### config.mk
export PLATFORM = sky130hd
export DESIGN_NAME = uart_rx_term
export DESIGN_NICKNAME = d
export VERILOG_FILES = /design/src/rtl/uart_rx_term_pkg.sv /design/src/rtl/uart_rx_fifo.sv /design/src/rtl/uart_rx_term.sv
export SDC_FILE = /design/constraint.sdc
export NUM_CORES = 1
export LEC_CHECK = 0
export ABC_AREA = 0
export ABC_CLOCK_PERIOD_IN_PS = 3000
export CORE_UTILIZATION = 55
export CTS_BUF_LIST = sky130_fd_sc_hd__clkbuf_2 sky130_fd_sc_hd__clkbuf_4 sky130_fd_sc_hd__clkbuf_8
export DETAILED_ROUTE_END_ITERATION = 12
export HOLD_SLACK_MARGIN = 0.08
export PLACE_DENSITY_LB_ADDON = 0.05
export SLEW_MARGIN = 20
export SYNTH_ARGS = -nofsm -noshare
export SYNTH_HDL_FRONTEND = slang
export SYNTH_SLANG_ARGS = --single-unit
### constraint.sdc
create_clock -name HCLK -period 3 [get_ports HCLK]
set_input_delay 0.45 -clock HCLK [delete_from_list [all_inputs] [get_ports HCLK]]
set_output_delay 0.45 -clock HCLK [all_outputs]
set_load 0.02 [all_outputs]
### src/rtl/uart_rx_term_pkg.sv
// rtl/uart_rx_term_pkg.sv - shared FSM states, parity codes and counter width helper for uart_rx_term
package uart_rx_term_pkg;

  typedef enum logic [2:0] {
    ST_IDLE  = 3'd0,
    ST_START = 3'd1,
    ST_DATA  = 3'd2,
    ST_PAR   = 3'd3,
    ST_STOP  = 3'd4
  } rx_state_e;

  localparam int PAR_NONE = 0;
  localparam int PAR_ODD  = 1;
  localparam int PAR_EVEN = 2;

  // Number of bits needed to hold every value 0..max_val (at least 1).
  function automatic int cnt_width(input int max_val);
    int w;
    w = 1;
    while ((1 << w) <= max_val) w++;
    return w;
  endfunction

endpackage

### src/rtl/uart_rx_fifo.sv
// rtl/uart_rx_fifo.sv - first-word fall-through receive FIFO with level and drop indication
module uart_rx_fifo #(
  parameter int WIDTH = 8,
  parameter int DEPTH = 8
) (
  input  logic                     clk,
  input  logic                     rst_n,
  input  logic                     push,
  input  logic [WIDTH-1:0]         push_data,
  input  logic                     pop_ready,
  output logic [WIDTH-1:0]         rd_data,
  output logic                     rd_valid,
  output logic [$clog2(DEPTH):0]   level,
  output logic                     drop
);

  localparam int AW = $clog2(DEPTH);
  localparam logic [AW:0] FULL_LVL = (AW+1)'(DEPTH);

  logic [WIDTH-1:0] mem_q [DEPTH];
  logic [AW-1:0]    wr_ptr_q, wr_ptr_d;
  logic [AW-1:0]    rd_ptr_q, rd_ptr_d;
  logic [AW:0]      level_q, level_d;
  logic [WIDTH-1:0] hold_q, hold_d;
  logic             full, pop, wr_en;

  // Push/pop decisions; a pop on a full FIFO frees the slot for a same-cycle push.
  always_comb begin
    full     = (level_q == FULL_LVL);
    rd_valid = (level_q != '0);
    pop      = rd_valid & pop_ready;
    wr_en    = push & (~full | pop);
    drop     = push & full & ~pop;
    wr_ptr_d = wr_ptr_q + AW'(wr_en);
    rd_ptr_d = rd_ptr_q + AW'(pop);
    level_d  = level_q + (AW+1)'(wr_en) - (AW+1)'(pop);
    hold_d   = pop ? mem_q[rd_ptr_q] : hold_q;
    rd_data  = rd_valid ? mem_q[rd_ptr_q] : hold_q;
    level    = level_q;
  end

  // Pointer, level and last-popped-character registers.
  always_ff @(posedge clk or negedge rst_n) begin
    if (!rst_n) begin
      wr_ptr_q <= '0;
      rd_ptr_q <= '0;
      level_q  <= '0;
      hold_q   <= '0;
    end else begin
      wr_ptr_q <= wr_ptr_d;
      rd_ptr_q <= rd_ptr_d;
      level_q  <= level_d;
      hold_q   <= hold_d;
    end
  end

  // Storage array; contents are meaningless while level is zero, so no reset.
  always_ff @(posedge clk) begin
    if (wr_en) mem_q[wr_ptr_q] <= push_data;
  end

endmodule

### src/rtl/uart_rx_term.sv
// rtl/uart_rx_term.sv - UART receive terminal with FWFT FIFO; UART_RX_TERM_MAJORITY_EN enables 3-tap majority sampling
module uart_rx_term
  import uart_rx_term_pkg::*;
#(
  parameter int CLK_DIV    = 16,
  parameter int DATA_BITS  = 8,
  parameter int PARITY     = 0,
  parameter int STOP_BITS  = 1,
  parameter int FIFO_DEPTH = 8
) (
  input  logic                          HCLK,
  input  logic                          HRESETn,
  input  logic                          rx,
  input  logic                          en,
  output logic [DATA_BITS-1:0]          rd_data,
  output logic                          rd_valid,
  input  logic                          rd_ready,
  output logic [$clog2(FIFO_DEPTH):0]   fifo_level,
  output logic                          frame_err,
  output logic                          parity_err,
  output logic                          overrun,
  input  logic                          err_clr
);

  localparam int CW = cnt_width(CLK_DIV - 1);
  localparam int BW = cnt_width(DATA_BITS);
  localparam logic [CW-1:0] HALF_LAST = CW'(CLK_DIV / 2 - 1);
  localparam logic [CW-1:0] BIT_LAST  = CW'(CLK_DIV - 1);
  localparam logic [BW-1:0] DATA_LAST = BW'(DATA_BITS - 1);
  localparam logic [BW-1:0] STOP_LAST = BW'(STOP_BITS - 1);

  logic rx_meta_q, rx_meta_d;
  logic rx_s_q, rx_s_d;
  logic rx_prev_q, rx_prev_d;
  logic fall, sample;

  rx_state_e            state_q, state_d;
  logic [CW-1:0]        cnt_q, cnt_d;
  logic [BW-1:0]        bit_q, bit_d;
  logic [DATA_BITS-1:0] shift_q, shift_d;
  logic                 par_bad_q, par_bad_d;
  logic                 stop_bad_q, stop_bad_d;
  logic                 frame_err_q, frame_err_d;
  logic                 parity_err_q, parity_err_d;
  logic                 overrun_q, overrun_d;
  logic                 push, frame_evt, parity_evt, drop, exp_par;

`ifdef UART_RX_TERM_MAJORITY_EN
  logic rx_d2_q, rx_d2_d;

  // Third tap for the vote; the window is centred on rx_prev so every tap is a settled flop and the decision cycle is unchanged.
  always_comb begin
    rx_d2_d = rx_prev_q;
    sample  = (rx_s_q & rx_prev_q) | (rx_s_q & rx_d2_q) | (rx_prev_q & rx_d2_q);
  end

  // Extra delay tap, idles high like the line.
  always_ff @(posedge HCLK or negedge HRESETn) begin
    if (!HRESETn) rx_d2_q <= 1'b1;
    else          rx_d2_q <= rx_d2_d;
  end
`else
  // Single-point sampling of the synchronised line.
  always_comb begin
    sample = rx_s_q;
  end
`endif

  // Synchroniser next values and start-edge detect.
  always_comb begin
    rx_meta_d = rx;
    rx_s_d    = rx_meta_q;
    rx_prev_d = rx_s_q;
    fall      = ~rx_s_q & rx_prev_q;
  end

  // Two-flop synchroniser plus previous value for edge detection; idle high.
  always_ff @(posedge HCLK or negedge HRESETn) begin
    if (!HRESETn) begin
      rx_meta_q <= 1'b1;
      rx_s_q    <= 1'b1;
      rx_prev_q <= 1'b1;
    end else begin
      rx_meta_q <= rx_meta_d;
      rx_s_q    <= rx_s_d;
      rx_prev_q <= rx_prev_d;
    end
  end

  // Frame FSM: bit timing, shifting, parity/stop checking and push decision.
  always_comb begin
    state_d    = state_q;
    cnt_d      = cnt_q + CW'(1);
    bit_d      = bit_q;
    shift_d    = shift_q;
    par_bad_d  = par_bad_q;
    stop_bad_d = stop_bad_q;
    push       = 1'b0;
    frame_evt  = 1'b0;
    parity_evt = 1'b0;
    exp_par    = (PARITY == PAR_ODD) ? ~^shift_q : ^shift_q;
    if (!en) begin
      state_d = ST_IDLE;
      cnt_d   = '0;
      bit_d   = '0;
    end else begin
      case (state_q)
        ST_IDLE: begin
          cnt_d      = '0;
          bit_d      = '0;
          par_bad_d  = 1'b0;
          stop_bad_d = 1'b0;
          if (fall) state_d = ST_START;
        end
        ST_START: begin
          if (cnt_q == HALF_LAST) begin
            cnt_d   = '0;
            state_d = sample ? ST_IDLE : ST_DATA;
          end
        end
        ST_DATA: begin
          if (cnt_q == BIT_LAST) begin
            cnt_d   = '0;
            shift_d = {sample, shift_q[DATA_BITS-1:1]};
            if (bit_q == DATA_LAST) begin
              bit_d   = '0;
              state_d = (PARITY != PAR_NONE) ? ST_PAR : ST_STOP;
            end else begin
              bit_d = bit_q + BW'(1);
            end
          end
        end
        ST_PAR: begin
          if (cnt_q == BIT_LAST) begin
            cnt_d     = '0;
            par_bad_d = (sample != exp_par);
            state_d   = ST_STOP;
          end
        end
        ST_STOP: begin
          if (cnt_q == BIT_LAST) begin
            cnt_d = '0;
            if (!sample) stop_bad_d = 1'b1;
            if (bit_q == STOP_LAST) begin
              bit_d      = '0;
              state_d    = ST_IDLE;
              frame_evt  = stop_bad_q | ~sample;
              parity_evt = par_bad_q;
              push       = ~(stop_bad_q | ~sample) & ~par_bad_q;
            end else begin
              bit_d = bit_q + BW'(1);
            end
          end
        end
        default: state_d = ST_IDLE;
      endcase
    end
  end

  // Sticky error flags; a new event in the clear cycle wins.
  always_comb begin
    frame_err_d  = (err_clr ? 1'b0 : frame_err_q)  | frame_evt;
    parity_err_d = (err_clr ? 1'b0 : parity_err_q) | parity_evt;
    overrun_d    = (err_clr ? 1'b0 : overrun_q)    | drop;
  end

  // Frame FSM and flag registers.
  always_ff @(posedge HCLK or negedge HRESETn) begin
    if (!HRESETn) begin
      state_q      <= ST_IDLE;
      cnt_q        <= '0;
      bit_q        <= '0;
      shift_q      <= '0;
      par_bad_q    <= 1'b0;
      stop_bad_q   <= 1'b0;
      frame_err_q  <= 1'b0;
      parity_err_q <= 1'b0;
      overrun_q    <= 1'b0;
    end else begin
      state_q      <= state_d;
      cnt_q        <= cnt_d;
      bit_q        <= bit_d;
      shift_q      <= shift_d;
      par_bad_q    <= par_bad_d;
      stop_bad_q   <= stop_bad_d;
      frame_err_q  <= frame_err_d;
      parity_err_q <= parity_err_d;
      overrun_q    <= overrun_d;
    end
  end

  assign frame_err  = frame_err_q;
  assign parity_err = parity_err_q;
  assign overrun    = overrun_q;

  uart_rx_fifo #(
    .WIDTH (DATA_BITS),
    .DEPTH (FIFO_DEPTH)
  ) u_fifo (
    .clk       (HCLK),
    .rst_n     (HRESETn),
    .push      (push),
    .push_data (shift_q),
    .pop_ready (rd_ready),
    .rd_data   (rd_data),
    .rd_valid  (rd_valid),
    .level     (fifo_level),
    .drop      (drop)
  );

endmodule

Word-level counts from Yosys, hierarchy flattened
Memory sizes are Yosys's and may differ from the RTL's.
Cells that the tools add are included.
{"block": "word_totals", "register_bits": 45, "ram_bits": 64, "input_bits": 6, "output_inout_bits": 16, "elab_cells": 114, "n_memories": 1}
{"block": "op_classes", "add_sub_neg": 6, "n_eq_ne": 20, "muxes": 43, "n_bitwise": 16, "n_reduce_logical": 12}
{"name": "u_fifo.mem_q", "words": 8, "word_bits": 8, "read_ports": 1, "rd_clocked_by_memory_dff": 0, "wr": 1, "line": "uart_rx_fifo.sv:20", "rtl": "logic [WIDTH-1:0] mem_q [DEPTH];"}
{"op": "$mux W4", "count": 8}
{"op": "$mux W3", "count": 8}
{"op": "$pmux W4 S3", "count": 2}
{"op": "$ne A3 B3 Y1 const B", "count": 7}
{"op": "$mux W1", "count": 20}
{"op": "$pmux W3 S5", "count": 1}
{"op": "$reduce_and A3 Y1", "count": 3}
{"op": "$add A4 B1 Y4 const B", "count": 2}
{"op": "$eq A4 B3 Y1 const B", "count": 2}
{"op": "$eq A4 B4 Y1 const B", "count": 2}
{"op": "$mux W8", "count": 1}
{"op": "$reduce_xor A8 Y1", "count": 1}
{"op": "$reduce_and A7 Y1", "count": 1}
{"op": "$add A3 B1 Y3", "count": 2}
{"op": "$and A1 B1 Y1", "count": 6}
{"op": "$eq A3 B2 Y1 const B", "count": 2}
{"op": "$ne A2 B2 Y1 const B", "count": 3}
{"op": "$not A1 Y1", "count": 5}
{"op": "$or A1 B1 Y1", "count": 5}
{"op": "$add A4 B1 Y4", "count": 1}
{"op": "$logic_not A4 Y1", "count": 1}
{"op": "$ne A4 B1 Y1 const B", "count": 1}
{"op": "$pmux W1 S2", "count": 2}
{"op": "$reduce_and A4 Y1", "count": 1}
{"op": "other kinds (9)", "count": 10}

Depth between registers and ports, before layout
{"block": "logic_depth", "word_depth": 11, "depth_mapped": 12}

By module
From an unflattened synthesis, not the netlist that was laid out.
{"block": "unflattened", "hier_cells": 349, "hier_area_um2": 4932.2}
{"mod": "uart_rx_fifo", "n_inst": 1, "cells_each": 221, "area_per_inst_um2": 3512.1}
{"mod": "uart_rx_term", "n_inst": 1, "cells_each": 128, "area_per_inst_um2": 1420.1}

Least setup slack after synthesis
Ideal clock, no wire load.
{"block": "synth_path", "kind": "register to register", "start": "reg u_fifo.level_q[2] (netlist: u_fifo.level[2])", "end": "reg u_fifo.level_q[3] (netlist: u_fifo.level[3])", "setup_time_ps": 79, "arrival_ps": 2480, "t_required_ps": 2921, "path_slack_ps": 440, "path_stages_with_launch": 13, "synth_period_minus_slack_ps": 2560, "path_cell_list": "dfrtp_1 -> inv_1 -> ha_1 -> nand2_1 -> and2_1 -> buf_2 -> clkbuf_1 -> ha_1 -> inv_1 -> ha_1 -> a21o_1 -> a21oi_1 -> xor2_1"}
{"block": "synth_between", "elab_chain_len": 6}
{"element": "start: declaration", "line": "uart_rx_fifo.sv:23", "rtl": "logic [AW:0] level_q, level_d;"}
{"element": "start signal: assignment", "line": "uart_rx_fifo.sv:52", "rtl": "level_q <= level_d;"}
{"element": "$reduce_bool A4 Y1 (*)", "line": "uart_rx_fifo.sv:30", "rtl": "rd_valid = (level_q != '0);"}
{"element": "$and A1 B1 Y1 (*)", "line": "uart_rx_fifo.sv:31", "rtl": "pop = rd_valid & pop_ready;"}
{"element": "via u_fifo.pop", "line": "uart_rx_fifo.sv:25", "rtl": "logic full, pop, wr_en;"}
{"element": "$or A1 B1 Y1", "line": "uart_rx_fifo.sv:32", "rtl": "wr_en = push & (~full | pop);"}
{"element": "$and A1 B1 Y1", "line": "uart_rx_fifo.sv:32"}
{"element": "$add A4 B1 Y4", "line": "uart_rx_fifo.sv:36", "rtl": "level_d = level_q + (AW+1)'(wr_en) - (AW+1)'(pop);"}
{"element": "$sub A4 B1 Y4 (*)", "line": "uart_rx_fifo.sv:36"}
{"element": "via u_fifo.level_d[3]", "line": "uart_rx_fifo.sv:23"}
The timed path passes the listed nets; every way through them passes the cells marked *.
A chain may end at the register's enable or synchronous reset.

Final worst setup path
{"block": "layout_path", "start": "reg u_fifo.rd_ptr_q[0]", "end": "out rd_data[7]"}
{"block": "layout_between", "elab_chain_len": 2}
{"element": "start: declaration", "line": "uart_rx_fifo.sv:22", "rtl": "logic [AW-1:0] rd_ptr_q, rd_ptr_d;"}
{"element": "start signal: assignment", "line": "uart_rx_fifo.sv:51", "rtl": "rd_ptr_q <= rd_ptr_d;"}
{"element": "$mem_v2 Z8 W8"}
{"element": "$mux W8", "line": "uart_rx_fifo.sv:38", "rtl": "rd_data = rd_valid ? mem_q[rd_ptr_q] : hold_q;"}
{"element": "end: declaration", "line": "uart_rx_term.sv:15", "rtl": "output logic [DATA_BITS-1:0] rd_data,"}
Every way passes these cells.

==> flow_metrics.py <==
metrics = {
    "routing": {
        "route.vias.total": 2543,
        "dr.pass1.iters": 4,
        "drc": 0,
        "totalWireLength_um": 7670,
        "via_per_inst": 5.53,
        "postRouteAntennaNets": 0,
        "wl_per_cell_um": 16.7,
        "drtIter0Drc": 77,
    },
    "floorplanning": {
        "dieArea_um2": 9040,
        "start_util_pct": 57.4,
        "io_pins": 22,
        "die_h_um": 95.1,
        "coreArea_um2": 8300,
        "rows": 33,
        "die_w_um": 95.1,
    },
    "clocking": {
        "clock-sinks": 109,
        "h-tree-depth": 3,
        "cts_buffer_depth": 2,
        "numCtsBuffers": 9,
        "cts_root_buffer": "clkbuf_8",
        "cts_tree": "done",
        "clkLatencyLatePin_ns": 0.36,
        "clkSlewWorstSetupHoldPaths_ns": 0.11,
        "cts_setup_buffers": 0,
    },
    "worst_setup_path": {
        "criticalPathCategory": "reg2out",
        "worstPathArrival_ns": 2.37,
        "start_kind": "flip-flop",
        "cp-end-kind": "output port",
        "timing.reg2reg.setup_slack_ns": 0.51,
        "cp.required_ns": 2.55,
        "reg2reg_depth": 9,
        "setup.worst_path.start": "u_fifo.rd_ptr_q[0]$_DFF_PN0_",
        "critPathCapture": "rd_data[7]",
        "rr_startpoint": "u_fifo.level[2]$_DFF_PN0_",
        "cp_max_fo": 17,
        "r2r-end": "u_fifo.level[2]$_DFF_PN0_",
    },
    "timing": {
        "worstMarginPinSlew_ns": 0.573,
        "timing.final.max_slew_violations": 0,
        "report.final.hold_viol_count": 0,
        "fin_worst_skew_ns": 0.0131,
        "setup_viol": 0,
        "period_needed_ns": 2.82,
        "fmax_mhz": 355,
        "timing.final.crit_share_pct": 94.0,
        "rsz0062_at_grt": "false",
        "setup_tns_ns": 0,
        "slew_headroom_pct": 61.8,
    },
    "synthesis": {
        "synth_ff_type": "edfxtp_1",
        "syn-num-nets": 339,
        "ys_warn_count": 0,
        "synth_area_um2": 4770,
        "ys_seq_area_share_pct": 64.0,
        "syn-instance-count": 319,
        "ys_seq_elements": 109,
        "synth-edff-count": 64,
        "synth_cell_types": 54,
        "syn_avg_cell_area_um2": 14.9,
        "async_flop_share_pct": 41.3,
    },
    "global_route": {
        "grt_pass1_wl_um": 12600,
        "grt_usage_pct": 19.1,
        "grt_overflow": 0,
        "antenna_found_initial": 0,
        "grt_max_degree": 46,
        "grt_pass1_vias": 2483,
    },
    "power": {
        "p_leak_nw": 2.19,
        "ir_drop_mv": 0.307,
        "power.density_nw_per_um2": 688,
    },
    "placement": {
        "post_dp_cell_area_um2": 5110,
        "place_hpwl_um": 5370,
        "port_buffers": 21,
        "gp_congestion": 0.850,
    },
    "finish": {
        "design_area_um2": 5330,
        "layout-drive-gt1-share_pct": 16.9,
        "n_antenna_cell": 0,
        "fin_nets": 370,
        "area_growth_pct": 11.9,
    },
    "outcome": {
        "status": "finished clean",
    },
    "job": {
        "maxCapViolCount": 0,
    },
    "hold_path": {
        "hold_path_class": "in2async",
    },
}
layout by cell type (no fill, tap or decap), drive strengths merged, types with 2 or more instances in the layout:
cell / Yosys / layout
ha: 13 / 13
a21oi: 18 / 18
inv: 17 / 21
nand2b: 6 / 6
nor3b: 3 / 3
dfrtp: 42 / 42
mux2: 10 / 10
clkdlybuf4s50: 0 / 19
clkinv: 0 / 2
nand4: 2 / 2
edfxtp: 64 / 64
mux4: 16 / 16
o22ai: 2 / 2
nor3: 5 / 5
clkbuf: 3 / 9
dfstp: 3 / 3
mux2i: 10 / 10
xor2: 7 / 7
nand2: 10 / 10
nand3: 4 / 4
xnor2: 10 / 10
o21ai: 4 / 4
nor2: 35 / 35
a21o: 2 / 2
nor2b: 3 / 3
a31oi: 2 / 2
buf: 10 / 13
o31ai: 2 / 2
through the flow:
stage | cells | utilization (%) | setup WS, ns | hold slack [ns] | power [W]
2_1_floorplan | 319 | - | 0.440 | 0.154 | 0.00246
3_3_place_gp | 444 | 61.6 | 0.480 | 0.347 | 0.00275
3_5_place_dp | 444 | 61.6 | 0.461 | 0.348 | 0.00278
4_1_cts | 460 | 64.1 | 0.0446 | 0.282 | 0.00371
5_1_grt | 460 | 64.3 | 0.0179 | 0.0876 | 0.00387
6_report | 460 | 64.3 | 0.179 | 0.0514 | 0.00367
layer usage:
metal	vias to the layer above	wire (um)	GRT usage, %
li1	1229	-	-
met1	1259	3510	25.3
met2	48	3830	31.4
met3	7	249	5.50
met4	0	72	4.17
met5	-	0	0
worst min path at each step:
stage,from,to,slack [ns],cells after the start
after floorplan,HRESETn,bit_q[0]$_DFFE_PN0P_,0.15,0
after global placement,rx_meta_q$_DFF_PN1_,rx_prev_d$_DFF_PN1_,0.35,0
after detailed placement,rx_meta_q$_DFF_PN1_,rx_prev_d$_DFF_PN1_,0.35,0
after CTS,HRESETn,u_fifo.hold_q[6]$_DFFE_PN0P_,0.28,1
after global routing,HRESETn,shift_q[5]$_DFFE_PN0P_,0.09,1
final,HRESETn,u_fifo.hold_q[6]$_DFFE_PN0P_,0.05,1
area by class of cell:
cell class | count | area (um^2)
clock buffers | 9 | 124
clock inverters | 7 | 87.6
fillers | 636 | 2970
inverters | 17 | 63.8
well taps | 105 | 131
repair buffers | 33 | 308
flip-flops and latches | 109 | 3050
multi-input cells | 180 | 1570
Yosys cell counts (all sizes together), types with 3 or more instances:
master  number  area share, %
a21oi       18            1.9
buf         10            1.5
clkbuf       3           0.24
dfrtp       42             22
dfstp        3            1.7
edfxtp      64             40
ha          13            3.4
inv         17            1.3
mux2        10            2.4
mux2i       10            2.1
mux4        16            7.6
nand2       10           0.79
nand2b       6           0.84
nand3        4           0.42
nor2        35            3.1
nor2b        3           0.45
nor3         5           0.73
nor3b        3           0.58
o21ai        4           0.42
xnor2       10            1.8
xor2         7            1.3
cell families after synthesis:
| kind of cell | count (synthesis) | synth area share, % |
|---|---|---|
| AND/OR/NAND/NOR | 76 | 8.82 |
| multiplexers | 36 | 12.0 |
| AO/OA/AOI/OAI | 37 | 5.09 |
| adder cells (fa/ha/maj) | 14 | 3.83 |
| buffers and inverters | 30 | 3.10 |
| flip-flops | 109 | 64.0 |
| XOR/XNOR | 17 | 3.12 |
worst max-delay path, cell delays in order (launching register included):
cell,delay (ns)
dfrtp_1,0.37
buf_8,0.22
mux4_2,0.54
mux2i_1,0.23
a21oi_1,0.10
clkdlybuf4s50_1,0.56
sequential cells by signal, summed over array words and instances (netlist names), 3 cells and up:
signal           cells
u_fifo.mem_q        64
bit_q                4
u_fifo.rd_ptr_q      3
u_fifo.wr_ptr_q      3
state_q              3
shift_q              8
u_fifo.level         4
cnt_q                4
u_fifo.hold_q        8
power breakdown:
group,internal [W],switching (W)
Clock,0.000407,0.000515
Combinational,0.000482,0.000495
Sequential,0.00168,0.0000953
timing repair:
item,4_1_cts,5_1_grt
resized for setup,0,3
setup endpoints to repair,0,8
hold buffers,0,0
Note: power is estimated with default switching activity, not from simulation.
